<file path="config.mk">
export PLATFORM = sky130hd
export DESIGN_NAME = uart_tx_arbiter
export DESIGN_NICKNAME = d
export VERILOG_FILES = /design/src/rtl/uart_arb_pkg.sv /design/src/rtl/uart_tx_arbiter_rr_pick.sv /design/src/rtl/uart_tx_arbiter.sv
export SDC_FILE = /design/constraint.sdc
export NUM_CORES = 1
export LEC_CHECK = 0
export ABC_AREA = 1
export BUFFER_PORTS_ARGS = -buffer_cell sky130_fd_sc_hd__buf_4
export CAP_MARGIN = 20
export CORE_ASPECT_RATIO = 2
export CORE_MARGIN = 3
export CORE_UTILIZATION = 45
export CTS_BUF_LIST = sky130_fd_sc_hd__clkbuf_8
export DETAILED_ROUTE_END_ITERATION = 8
export PLACE_DENSITY_LB_ADDON = 0.15
export SETUP_SLACK_MARGIN = 0.02
export SYNTH_ARGS = -nofsm -noshare
export SYNTH_HDL_FRONTEND = slang
export SYNTH_HIERARCHICAL = 1
export SYNTH_SLANG_ARGS = --single-unit
</file>
<file path="constraint.sdc">
create_clock -name clk -period 3.4 [get_ports clk]
set_clock_uncertainty 0.2 [all_clocks]
set_input_delay 0.68 -clock clk [delete_from_list [all_inputs] [get_ports clk]]
set_output_delay 0.68 -clock clk [all_outputs]
set_load 0.01 [all_outputs]
</file>
<file path="src/rtl/uart_arb_pkg.sv">
// Shared types and constants for the UART transmit arbiter.
package uart_arb_pkg;

    // Width of requester IDs; also the low nibble of the header byte.
    localparam int ID_W = 4;

    // Default upper nibble of the frame header byte.
    localparam logic [3:0] HDR_TAG_DEFAULT = 4'hA;

    // Frame-level states: waiting, header, payload, checksum.
    typedef enum logic [1:0] {
        IDLE = 2'd0,
        HDR  = 2'd1,
        DATA = 2'd2,
        CSUM = 2'd3
    } arb_state_t;

endpackage

</file>
<file path="src/rtl/uart_tx_arbiter_rr_pick.sv">
// Combinational round-robin selector: returns the first requester at or after
// last_grant+1 (wrapping) whose request bit is set.
module rr_pick
    import uart_arb_pkg::*;
#(
    parameter int N_REQ = 4
) (
    input  logic [N_REQ-1:0] req,
    input  logic [ID_W-1:0]  last_grant,
    output logic             found,
    output logic [ID_W-1:0]  idx
);

    logic [2*N_REQ-1:0] rot;
    int                 pos;

    // Rotate the doubled request vector so bit 0 is the highest-priority
    // requester, then take the lowest set bit and map it back to an ID.
    always_comb begin
        // NOTE: every variable gets a default first so no latch can be inferred.
        found = 1'b0;
        idx   = '0;
        pos   = 0;
        rot   = {req, req} >> (last_grant + ID_W'(1));
        // Descending scan: the lowest offset with a request is written last.
        for (int k = N_REQ - 1; k >= 0; k--) begin
            if (rot[k]) begin
                found = 1'b1;
                pos   = int'(last_grant) + 1 + k;
            end
        end
        if (pos >= N_REQ) begin
            pos = pos - N_REQ;
        end
        if (found) begin
            idx = ID_W'(pos);
        end
    end

endmodule

</file>
<file path="src/rtl/uart_tx_arbiter.sv">
// Message-granular round-robin arbiter in front of the UART transmitter.
// Each grant emits one frame: header {HDR_TAG, id}, payload bytes, XOR checksum.
module uart_tx_arbiter
    import uart_arb_pkg::*;
#(
    parameter int         N_REQ   = 4,
    parameter int         DBIT    = 8,
    parameter logic [3:0] HDR_TAG = HDR_TAG_DEFAULT
) (
    input  logic                  clk,
    input  logic                  rst,
    input  logic [N_REQ-1:0]      s_valid,
    input  logic [N_REQ*DBIT-1:0] s_data,
    input  logic [N_REQ-1:0]      s_last,
    output logic [N_REQ-1:0]      s_ready,
    input  logic                  tx_full,
    output logic                  wr_uart,
    output logic [DBIT-1:0]       w_data,
    output logic                  busy,
    output logic [ID_W-1:0]       grant_id
);

    arb_state_t      state;
    logic [DBIT-1:0] csum;
    logic [ID_W-1:0] last_grant;
    logic            pick_found;
    logic [ID_W-1:0] pick_idx;
    logic            cur_valid;
    logic            cur_last;
    logic [DBIT-1:0] cur_data;

    rr_pick #(
        .N_REQ (N_REQ)
    ) u_pick (
        .req        (s_valid),
        .last_grant (last_grant),
        .found      (pick_found),
        .idx        (pick_idx)
    );

    // Multiplex the granted requester's byte stream.
    always_comb begin
        cur_valid = 1'b0;
        cur_last  = 1'b0;
        cur_data  = '0;
        for (int i = 0; i < N_REQ; i++) begin
            if (grant_id == ID_W'(i)) begin
                cur_valid = s_valid[i];
                cur_last  = s_last[i];
                cur_data  = s_data[i*DBIT +: DBIT];
            end
        end
    end

    // Combinational write strobe, data and acknowledge, so no write is ever
    // issued while tx_full is high, even against a one-entry FIFO.
    always_comb begin
        wr_uart = 1'b0;
        w_data  = '0;
        s_ready = '0;
        unique case (state)
            IDLE: ;
            HDR: begin
                w_data  = DBIT'({HDR_TAG, grant_id});
                wr_uart = ~tx_full;
            end
            DATA: begin
                w_data  = cur_data;
                wr_uart = cur_valid & ~tx_full;
                for (int i = 0; i < N_REQ; i++) begin
                    s_ready[i] = wr_uart && (grant_id == ID_W'(i));
                end
            end
            CSUM: begin
                w_data  = csum;
                wr_uart = ~tx_full;
            end
            default: ;
        endcase
    end

    assign busy = (state != IDLE);

    // Frame sequencer: arbitrate in IDLE, advance only on accepted writes.
    always_ff @(posedge clk) begin
        // NOTE: sequential state uses non-blocking assignments only, so every
        // register samples pre-edge values regardless of statement order.
        if (!rst) begin
            state      <= IDLE;
            csum       <= '0;
            grant_id   <= '0;
            last_grant <= ID_W'(N_REQ - 1);
        end else begin
            unique case (state)
                IDLE: begin
                    if (pick_found) begin
                        grant_id <= pick_idx;
                        state    <= HDR;
                    end
                end
                HDR: begin
                    if (wr_uart) begin
                        csum  <= w_data;
                        state <= DATA;
                    end
                end
                DATA: begin
                    if (wr_uart) begin
                        csum <= csum ^ w_data;
                        if (cur_last) begin
                            state <= CSUM;
                        end
                    end
                end
                CSUM: begin
                    if (wr_uart) begin
                        last_grant <= grant_id;
                        state      <= IDLE;
                    end
                end
                default: state <= IDLE;
            endcase
        end
    end

endmodule

</file>
# Word-level counts from Yosys, hierarchy flattened
# Cells that the tools add are included.
dict set report totals {
  elab_cells 72
  register_bits 18
  inputBits 43
}
dict set report op_classes {
  n_reduce_logical 13
  shifts 1
  eq_ne 11
  bitwise_logic 3
  muxes 33
  n_lt_le_gt_ge 1
  addsub 6
}
# operator count
set op_table {}
lappend op_table {{$mux W32} 4}
lappend op_table {{$add A32 B3 Y32 const B} 2}
lappend op_table {{$mux W8} 6}
lappend op_table {{$add A32 B2 Y32 const B} 1}
lappend op_table {{$ge A32 B4 Y1 const B} 1}
lappend op_table {{$pmux W8 S3} 1}
lappend op_table {{$pmux W8 S2} 1}
lappend op_table {{$mux W1} 12}
lappend op_table {{$mux W2} 5}
lappend op_table {{$ne A2 B2 Y1 const B} 5}
lappend op_table {{$eq A4 B2 Y1 const B} 2}
lappend op_table {{$mux W4} 2}
lappend op_table {{$pmux W2 S4} 1}
lappend op_table {{$shr A8 B4 Y4} 1}
lappend op_table {{$xor A8 B8 Y8} 1}
lappend op_table {{$add A4 B1 Y5 const B} 1}
lappend op_table {{$reduce_and A5 Y1} 1}
lappend op_table {{$add A4 B1 Y4 const B} 1}
lappend op_table {{$eq A2 B2 Y1 const B} 2}
lappend op_table {{$eq A4 B1 Y1 const B} 1}
lappend op_table {{$logic_and A1 B1 Y1} 4}
lappend op_table {{$logic_not A4 Y1} 1}
lappend op_table {{$reduce_and A2 Y1} 2}
lappend op_table {{$reduce_bool A2 Y1} 2}
lappend op_table {{other kinds (8)} 8}

# Longest topological paths before layout
# Gate-level depths: netlist of the first run.
dict set report depth {
  ltp_word 9
  depth_mapped 23
  mapped_depth_nobuf 22
}

# Modules after synthesis
# Netlist of the first run, hierarchy kept.
# module instances area_per_inst_um2 seq_area_each_um2 cells_each
set by_module_without_submodules {}
lappend by_module_without_submodules {uart_tx_arbiter 1 1514.0 360.3 253}
lappend by_module_without_submodules {rr_pick 1 668.1 0.0 106}

# Worst setup path before layout of the first run
# OpenSTA, ideal clock, no wires.
dict set report synth_path {
  kind {flip-flop to flip-flop}
  startpoint {reg last_grant[0]}
  endpoint {reg grant_id[3]}
  t_required_ns 3.084
  path_stages_with_launch 22
  t_arrival_ns 2.593
  path_slack_ns 0.491
  n_path_buf 2
  path_cell_list {dfxtp_1 buf_6 inv_8 ha_1 buf_2 inv_2 nor2_1 nand2_1 nand2_2 nor2_1 nor2_1 o211ai_1 o21ai_0 inv_1 ha_1 a21boi_2 nand2_2 nand2_1 nand2_1 nor2_1 o21ai_0 nor2_1}
}
dict set report synth_via {
  elab_chain_cells 8
}
# item line_no
set synth_lines {}
lappend synth_lines {{start: declaration} uart_tx_arbiter.sv:25} ;# logic [ID_W-1:0] last_grant;
lappend synth_lines {{start signal: assignment} uart_tx_arbiter.sv:92} ;# last_grant <= ID_W'(N_REQ - 1);
lappend synth_lines {{start signal: assignment} uart_tx_arbiter.sv:117} ;# last_grant <= grant_id;
lappend synth_lines {{$add A4 B1 Y5 or $add A4 B1 Y4 (tied branches)} {uart_tx_arbiter_rr_pick.sv:29, uart_tx_arbiter_rr_pick.sv:24}}
lappend synth_lines {{$add A32 B3 Y32 or $shr A8 B4 Y4 (tied branches)} {uart_tx_arbiter_rr_pick.sv:29, uart_tx_arbiter_rr_pick.sv:24}}
lappend synth_lines {{$mux W32 (3 in series)} uart_tx_arbiter_rr_pick.sv:27} ;# if (rot[k]) begin
lappend synth_lines {{$mux W32 *} uart_tx_arbiter_rr_pick.sv:27}
lappend synth_lines {{$ge A32 B4 Y1 or $sub A4 B4 Y4 (tied branches)} {uart_tx_arbiter_rr_pick.sv:32, uart_tx_arbiter_rr_pick.sv:33}}
lappend synth_lines {{$mux W4 *} uart_tx_arbiter_rr_pick.sv:32} ;# if (pos >= N_REQ) begin
lappend synth_lines {{net pick_idx[3]} uart_tx_arbiter.sv:27} ;# logic [ID_W-1:0] pick_idx;
lappend synth_lines {{end signal: assignment} uart_tx_arbiter.sv:97} ;# grant_id <= pick_idx;
lappend synth_lines {{end: declaration} uart_tx_arbiter.sv:20} ;# output logic [ID_W-1:0] grant_id
# The timed path passes the listed nets; every way through them passes the cells marked *.
# A chain may end at the register's enable or synchronous reset.

# Worst setup path after layout of the first run
dict set report layout_path {
  startpoint {reg grant_id[0]}
  endpoint {out wr_uart}
}
dict set report layout_via {
  elab_chain_cells 7
}
# item line_no
set layout_lines {}
lappend layout_lines {{$logic_not A4 Y1} uart_tx_arbiter.sv:47} ;# if (grant_id == ID_W'(i)) begin
lappend layout_lines {{$mux W1 (3 in series)} uart_tx_arbiter.sv:47}
lappend layout_lines {{$mux W1 *} uart_tx_arbiter.sv:47}
lappend layout_lines {{$and A1 B1 Y1 *} uart_tx_arbiter.sv:69} ;# wr_uart = cur_valid & ~tx_full;
lappend layout_lines {{$pmux W1 S2 *} uart_tx_arbiter.sv:61} ;# unique case (state)
lappend layout_lines {{end: declaration} uart_tx_arbiter.sv:17} ;# output logic wr_uart,
# Every way passes the cells marked *; elsewhere a longest branch is shown, timed or not.

==> metrics.md, run 1 <==
| Metric | Value |
|---|---|
| Status | complete, no violations |
| Vias after detailed routing | 2482 |
| NetSw | 0.706 mW |
| Syn Inst Count | 359 |
| Layout cells sized above 1 | 29.9% |
| GP Congestion | 0.978 |
| Hold_buf cts | 0 |
| Final core utilization | 58.1% |
| Post-layout instance area | 0.00270 mm² |
| CTS clock-pin slew for the worst setup and hold paths | 0.08 ns |
| Primary FF master, synth | dfxtp_1 |
| CTS max path bufs | 2 |
| GRT overflow | 0 |
| Synth Cell Area | 0.00218 mm² |
| Die H | 104 µm |
| Number of flops mapped to enable cells by yosys | 0 |
| Synth Area in Compound Gates | 11.6% |
| Final net count | 468 |
| Distinct cell type count after synthesis | 38 |
| Worst Path Max Fanout | 11 |
| Post-CTS setup buffer count | 0 |
| Worst VDD drop | 506 µV |
| Tot Pwr | 1.37 mW |
| Sw Share | 51.7% |
| Synth area leaders | dfxtp_1 (17%), nand2_1 (16%), nor2_1 (10%), nand3_1 (9.9%), ha_1 (6.9%) |
| Critical Path RT | 2.52 ns |
| Hold Path Class | reg2reg |
| Vias in the first global route | 2287 |
| Setup violators final | 0 |
| Flop pwr share | 22.2% |
| Core area | 0.00464 mm² |
| CTS resizes | 0 |
| Slew headroom | 47.1% |
| Ports | 61 |
| Post-synth ARST share | 0% |
| CTS buffer count | 3 |
| Synth top cells by count | nand2_1 (91), nor2_1 (60), nand3_1 (43) |
| DIE WIDTH | 55.2 µm |
| Lkg Pwr | 1.43 nW |
| Internal | 0.660 mW |
| Final hold violation count | 0 |
| Iter 0 DRT Violations | 59 |
| Comb pwr share | 64.2% |
| Synth-to-Final Area Change | 23.6% |
| Max-cap violation count | 0 |
| Root Buffer | clkbuf_8 |
| Synth Area in Adders | 6.88% |
| Startpoint types | flip-flop |
| Synth warn | 6 |
| Most common cell in the netlist | nand2_1 |
| Die area | 0.00577 mm² |
| DR DRC count | 0 |
| Final min period | 3.11 ns |
| Vias/cell | 5.31 |
| Max Fclk | 321 MHz |
| Synth Area in Simple Gates | 52.4% |
| Crit Path Class | reg2out |
| Post-Synth XOR/XNOR Area | 2.47% |
| Largest net degree at the start of global routing | 23 |
| Register area share after synthesis | 16.5% |
| Fillers | 499 |
| Multi-input gate area | 0.00160 mm² |
| Power Density | 506 mW/mm² |
| Syn_area_per_cell | 6.08 µm² |
| Worst Tran Pin Value | 0.791 ns |
| Slew Viols, Final | 0 |
| Later-pin clock latency in the skew report | 0.26 ns |
| Initial antenna violation count | 0 |
| Num rows | 35 |
| Worst path arrival time | 2.23 ns |
| Ant diodes | 0 |
| Setup TNS after final layout | 0 ns |
| Top-area cell type share of the netlist area | 16.5% |
| Synth area leader | dfxtp_1 |
| RSZ-0062 raised after global routing | false |
| Final wirelength | 6.87 mm |
| CTS H-tree depth | 1 |
| Setup crit end kind | primary output |
| Clk sinks | 18 |
| Global-route wire length before repair | 10.7 mm |
| PortBufs | 60 |
| WL/cell | 14.7 µm |
| CTS tree | done |
| Initial Utilization | 47.0% |
| ANT nets after route | 0 |
| Flip-flop and latch area | 360 µm² |
| Part of the cycle the worst path needs | 91.5% |
| Hpwl dp | 5.74 mm |
| Placement Cell Area | 0.00264 mm² |
| Clk pwr share | 13.6% |
| Syn Nets | 414 |
| DR pass1 iterations | 4 |
| GRT Total Usage | 23.1% |
| Flops & latches, synth | 18 |
| Largest family of logic cells by synthesized area | simple AND/OR/NAND/NOR gates |
| Multiplexer area fraction after synthesis | 0% |
path summary, 6_finish.rpt:
| path | from | end | slack (ns) | cells past startpoint |
|---|---|---|---|---|
| min reg2reg | csum[0] | csum[0] | 0.34 | 3 |
| max | grant_id[0] | wr_uart | 0.29 | 9 |
| min | csum[0] | csum[0] | 0.34 | 3 |
| max reg2reg | last_grant[0] | grant_id[2] | 0.36 | 22 |
cells by family (layout without fill, tap and decap cells):
| group | Yosys count | count (layout) |
|---|---|---|
| compound gates | 38 | 38 |
| xor+xnor | 4 | 4 |
| fa+ha+maj | 12 | 12 |
| buf+inv | 49 | 102 |
| flops | 18 | 18 |
| simple gates | 238 | 238 |
layer usage:
layer / vias up / GRT usage, % / wire length (µm)
met4: 0 / 11.3 / 312
met1: 1112 / 20.9 / 2250
met2: 84 / 47.8 / 4040
met5: - / 0 / 0
met3: 23 / 1.86 / 263
li1: 1263 / - / -
power by group through the flow:
stage	Clock [mW]	Combinational (mW)	Sequential, mW
after floorplan	0	0.652	0.289
after global placement	0	0.871	0.308
after detailed placement	0	0.877	0.309
after CTS	0.190	0.880	0.303
after global routing	0.194	0.975	0.310
final	0.186	0.876	0.303
cell type report:
cell class | instances | area share, %
Clock buffer | 4 | 2.04
Inverter | 35 | 5.15
Multi-Input combinational cell | 292 | 59.4
Sequential cell | 18 | 13.4
Timing Repair Buffer | 63 | 17.5
Tap cell | 55 | 2.55
per-stage QoR:
stage               worst slack [ns]  hold WS, ns  cells
floorplan                      0.491        0.291    359
global placement               0.328        0.315    463
detailed placement             0.319        0.324    463
CTS                            0.281        0.343    467
global route                  0.0639        0.374    467
finish                         0.288        0.338    467
state kept, by name (all words and copies together) (netlist names):
name and cells:
csum 8, grant_id 4, last_grant 4, state 2
critical path, stage by stage (launching register included):
cell     delay [ns]
dfxtp_1        0.49
inv_2          0.11
nor2_1         0.57
nand3_1        0.17
nand3_2        0.14
nand3_4        0.11
nand2_4        0.09
nand2_4        0.07
inv_1          0.09
buf_4          0.12
cells in the final DEF (no fill, tap or decap), drive strengths merged:
cell type / netlist / final
nand3: 49 / 49
or2: 2 / 2
o211ai: 5 / 5
xor2: 3 / 3
a21oi: 11 / 11
nand4: 6 / 6
o21ai: 14 / 14
o21bai: 1 / 1
o21a: 1 / 1
buf: 9 / 63
dfxtp: 18 / 18
inv: 35 / 35
a31oi: 2 / 2
xnor2: 1 / 1
clkbuf: 5 / 4
nand2: 115 / 115
a21boi: 2 / 2
nor2: 65 / 65
ha: 12 / 12
a22o: 2 / 2
nor3: 1 / 1
(Power assumes the default switching activity.)
==> run 2, diff against run 1 <==
BUFFER_PORTS_ARGS = unset   (was -buffer_cell sky130_fd_sc_hd__buf_4)
DONT_BUFFER_PORTS = 1   (was unset)
==> run 2 against run 1 <==
Compared with the run above:
- routed wire length shrank 5.5%
- non-clock buffer count shrank 60
- setup slack got worse by 0.031 ns
- critical path depth shrank 1
- clock power about the same
- register-to-register slack worse by 0.05 ns
- combinational power shrank 12%
- first-iteration DRC count up 73%
- sequential cell count stayed put
- count of clock-buffer cells in the layout did not move
- utilization decreased by 9.6 points
- critical endpoint unchanged
==> metrics.md, run 2 (synthesized netlist as in run 1, its figures left out) <==
| Metric | Value |
|---|---|
| Hold Crit Endpoint | last_grant[1] (was csum[0]) |
| Power Density | 566 mW/mm² (was 506 mW/mm²) |
| DR pass1 iterations | 4 (unchanged) |
| Crit Path Class | reg2out (unchanged) |
| Worst path arrival time | 2.26 ns (was 2.23 ns) |
| Iter 0 DRT Violations | 102 (was 59) |
| Root Buffer | clkbuf_8 (unchanged) |
| CTS buffer count | 3 (unchanged) |
| Min-delay src | rst (was csum[0]) |
| Met2 Wirelength | 3.73 mm (was 4.04 mm) |
| Biggest regs | csum: 8 flops, grant_id: 4 flops, last_grant: 4 flops (unchanged) |
| Initial antenna violation count | 0 (unchanged) |
| GRT overflow | 0 (unchanged) |
| Ports | 61 (unchanged) |
| Final hold violation count | 0 (unchanged) |
| Hpwl dp | 5.23 mm (was 5.74 mm) |
| Slew Viols, Final | 0 (unchanged) |
| Vias after detailed routing | 2266 (was 2482) |
| Worst Tran Pin Value | 0.723 ns (was 0.791 ns) |
| Part of the cycle the worst path needs | 92.4% (was 91.5%) |
| Max-cap violation count | 0 (unchanged) |
| CTS max path bufs | 2 (unchanged) |
| M1 WL | 2.24 mm (was 2.25 mm) |
| Largest Register | csum (unchanged) |
| Register-to-Register Path Depth | 20 (was 22) |
| Max FFs per register | 8 (unchanged) |
| Placed cells | 403 (was 463) |
| Die H | 104 µm (unchanged) |
| Setup TNS after final layout | 0 ns (unchanged) |
| Worst hold stages | 1 (was 3) |
| Vias in the first global route | 2269 (was 2287) |
| Global-route wire length before repair | 10.8 mm (was 10.7 mm) |
| Lkg Pwr | 1.14 nW (was 1.43 nW) |
| DIE WIDTH | 55.2 µm (unchanged) |
| Die area | 0.00577 mm² (unchanged) |
| Final min period | 3.14 ns (was 3.11 ns) |
| CTS tree | done (unchanged) |
| Worst Path Max Fanout | 11 (unchanged) |
| DR DRC count | 0 (unchanged) |
| Startpoint types | flip-flop (unchanged) |
| Commonest non-fill, non-tap cell in the layout | nand2_1 (unchanged) |
| Critical Path RT | 2.52 ns (about the same) |
| GP Congestion | 0.963 (was 0.978) |
| Later-pin clock latency in the skew report | 0.26 ns (about the same) |
| Reg2reg end | grant_id[2] (unchanged) |
| GRT Total Usage | 23.0% (was 23.1%) |
| Internal reg-to-reg setup slack | 0.31 ns (was 0.36 ns) |
| Worst VDD drop | 367 µV (was 506 µV) |
| Core area | 0.00464 mm² (unchanged) |
| Slew headroom | 51.6% (was 47.1%) |
| Initial Utilization | 47.0% (unchanged) |
| CTS H-tree depth | 1 (unchanged) |
| Largest net degree at the start of global routing | 19 (was 23) |
| Met3 Wirelength | 318 µm (was 263 µm) |
| Layout cells sized above 1 | 18.2% (was 29.9%) |
| CP Launch Point | grant_id[0] (unchanged) |
| Num rows | 35 (unchanged) |
| Status | complete, no violations (unchanged) |
| DR top layer | met4 (unchanged) |
| Vias/cell | 5.57 (was 5.31) |
| ANT nets after route | 0 (unchanged) |
| Worst r2r src | last_grant[0] (unchanged) |
| Max Fclk | 318 MHz (was 321 MHz) |
| Final net count | 408 (was 468) |
| Final wirelength | 6.50 mm (was 6.87 mm) |
| Hold Path Class | in2reg (was reg2reg) |
| PortBufs | 0 (was 60) |
| WL/cell | 16.0 µm (was 14.7 µm) |
| Ant diodes | 0 (unchanged) |
| Setup violators final | 0 (unchanged) |
| Final non-filler cell total | 407 (was 467) |
| Most frequent cells in the layout | nand2_1 (91), nor2_1 (60), nand3_1 (43) (was nand2_1 (91), buf_4 (63), nor2_1 (60)) |
| Setup crit end kind | primary output (unchanged) |
| CTS clock-pin slew for the worst setup and hold paths | 0.08 ns (about the same) |
| Synth-to-Final Area Change | 3.10% (was 23.6%) |
| Clk sinks | 18 (unchanged) |
| RSZ-0062 raised after global routing | false (unchanged) |
| Hold_buf cts | 0 (unchanged) |
[run 2: how the worst max path moves through the flow]
stage	end	slack [ns]	cells after the start
floorplan	grant_id[3]	0.49	21
global placement	grant_id[3]	0.33	20
detailed placement	grant_id[3]	0.26	19
CTS	wr_uart	0.23	8
global route	grant_id[2]	0.05	22
finish	wr_uart	0.26	8
[run 2: layout make-up]
class	count	area (µm²)
sequential	18	360
fill	527	2390
multi-input combinational	292	1600
clock buffer	4	55.1
inverter	35	139
timing repair buffer	3	22.5
tap	55	68.8
[run 2: critical path, stage by stage, from the launching register on]
cell and delay [ns]:
dfxtp_1 0.54, inv_2 0.13, nor2_1 0.58, nand3_1 0.19, nand3_2 0.14, nand3_4 0.11, nand2_4 0.09, nand2_4 0.07
inv_1 0.13
[run 2: through the flow]
step                total power [mW]  utilization (%)  instance area [µm²]  worst slack, ns  hold slack (ns)
CTS                             1.28             48.4                 2250            0.226            0.301
global route                    1.40             48.5                 2250           0.0484            0.300
floorplan                      0.941                -                 2180            0.491            0.291
detailed placement              1.09             47.2                 2190            0.263            0.327
global placement                1.09             47.2                 2190            0.334            0.312
finish                          1.27             48.5                 2250            0.258            0.306
[run 2: metal layers]
| layer | global-route usage (%) | vias up |
|---|---|---|
| met5 | 0 | - |
| met4 | 10.3 | 0 |
| met3 | 3.60 | 16 |
| met2 | 45.7 | 59 |
| met1 | 21.9 | 1055 |
| li1 | - | 1136 |
[run 2: what timing repair did]
item                                   4_1_cts  5_1_grt
setup endpoints to repair                    0        2
endpoints found under the hold margin        0        0
setup buffers                                0        0
gates resized for setup                      0        2
[run 2: power by group]
part           switching [mW]  internal, mW
clock network          0.0828         0.103
logic                   0.536         0.233
registers              0.0745         0.242
total                   0.694         0.579
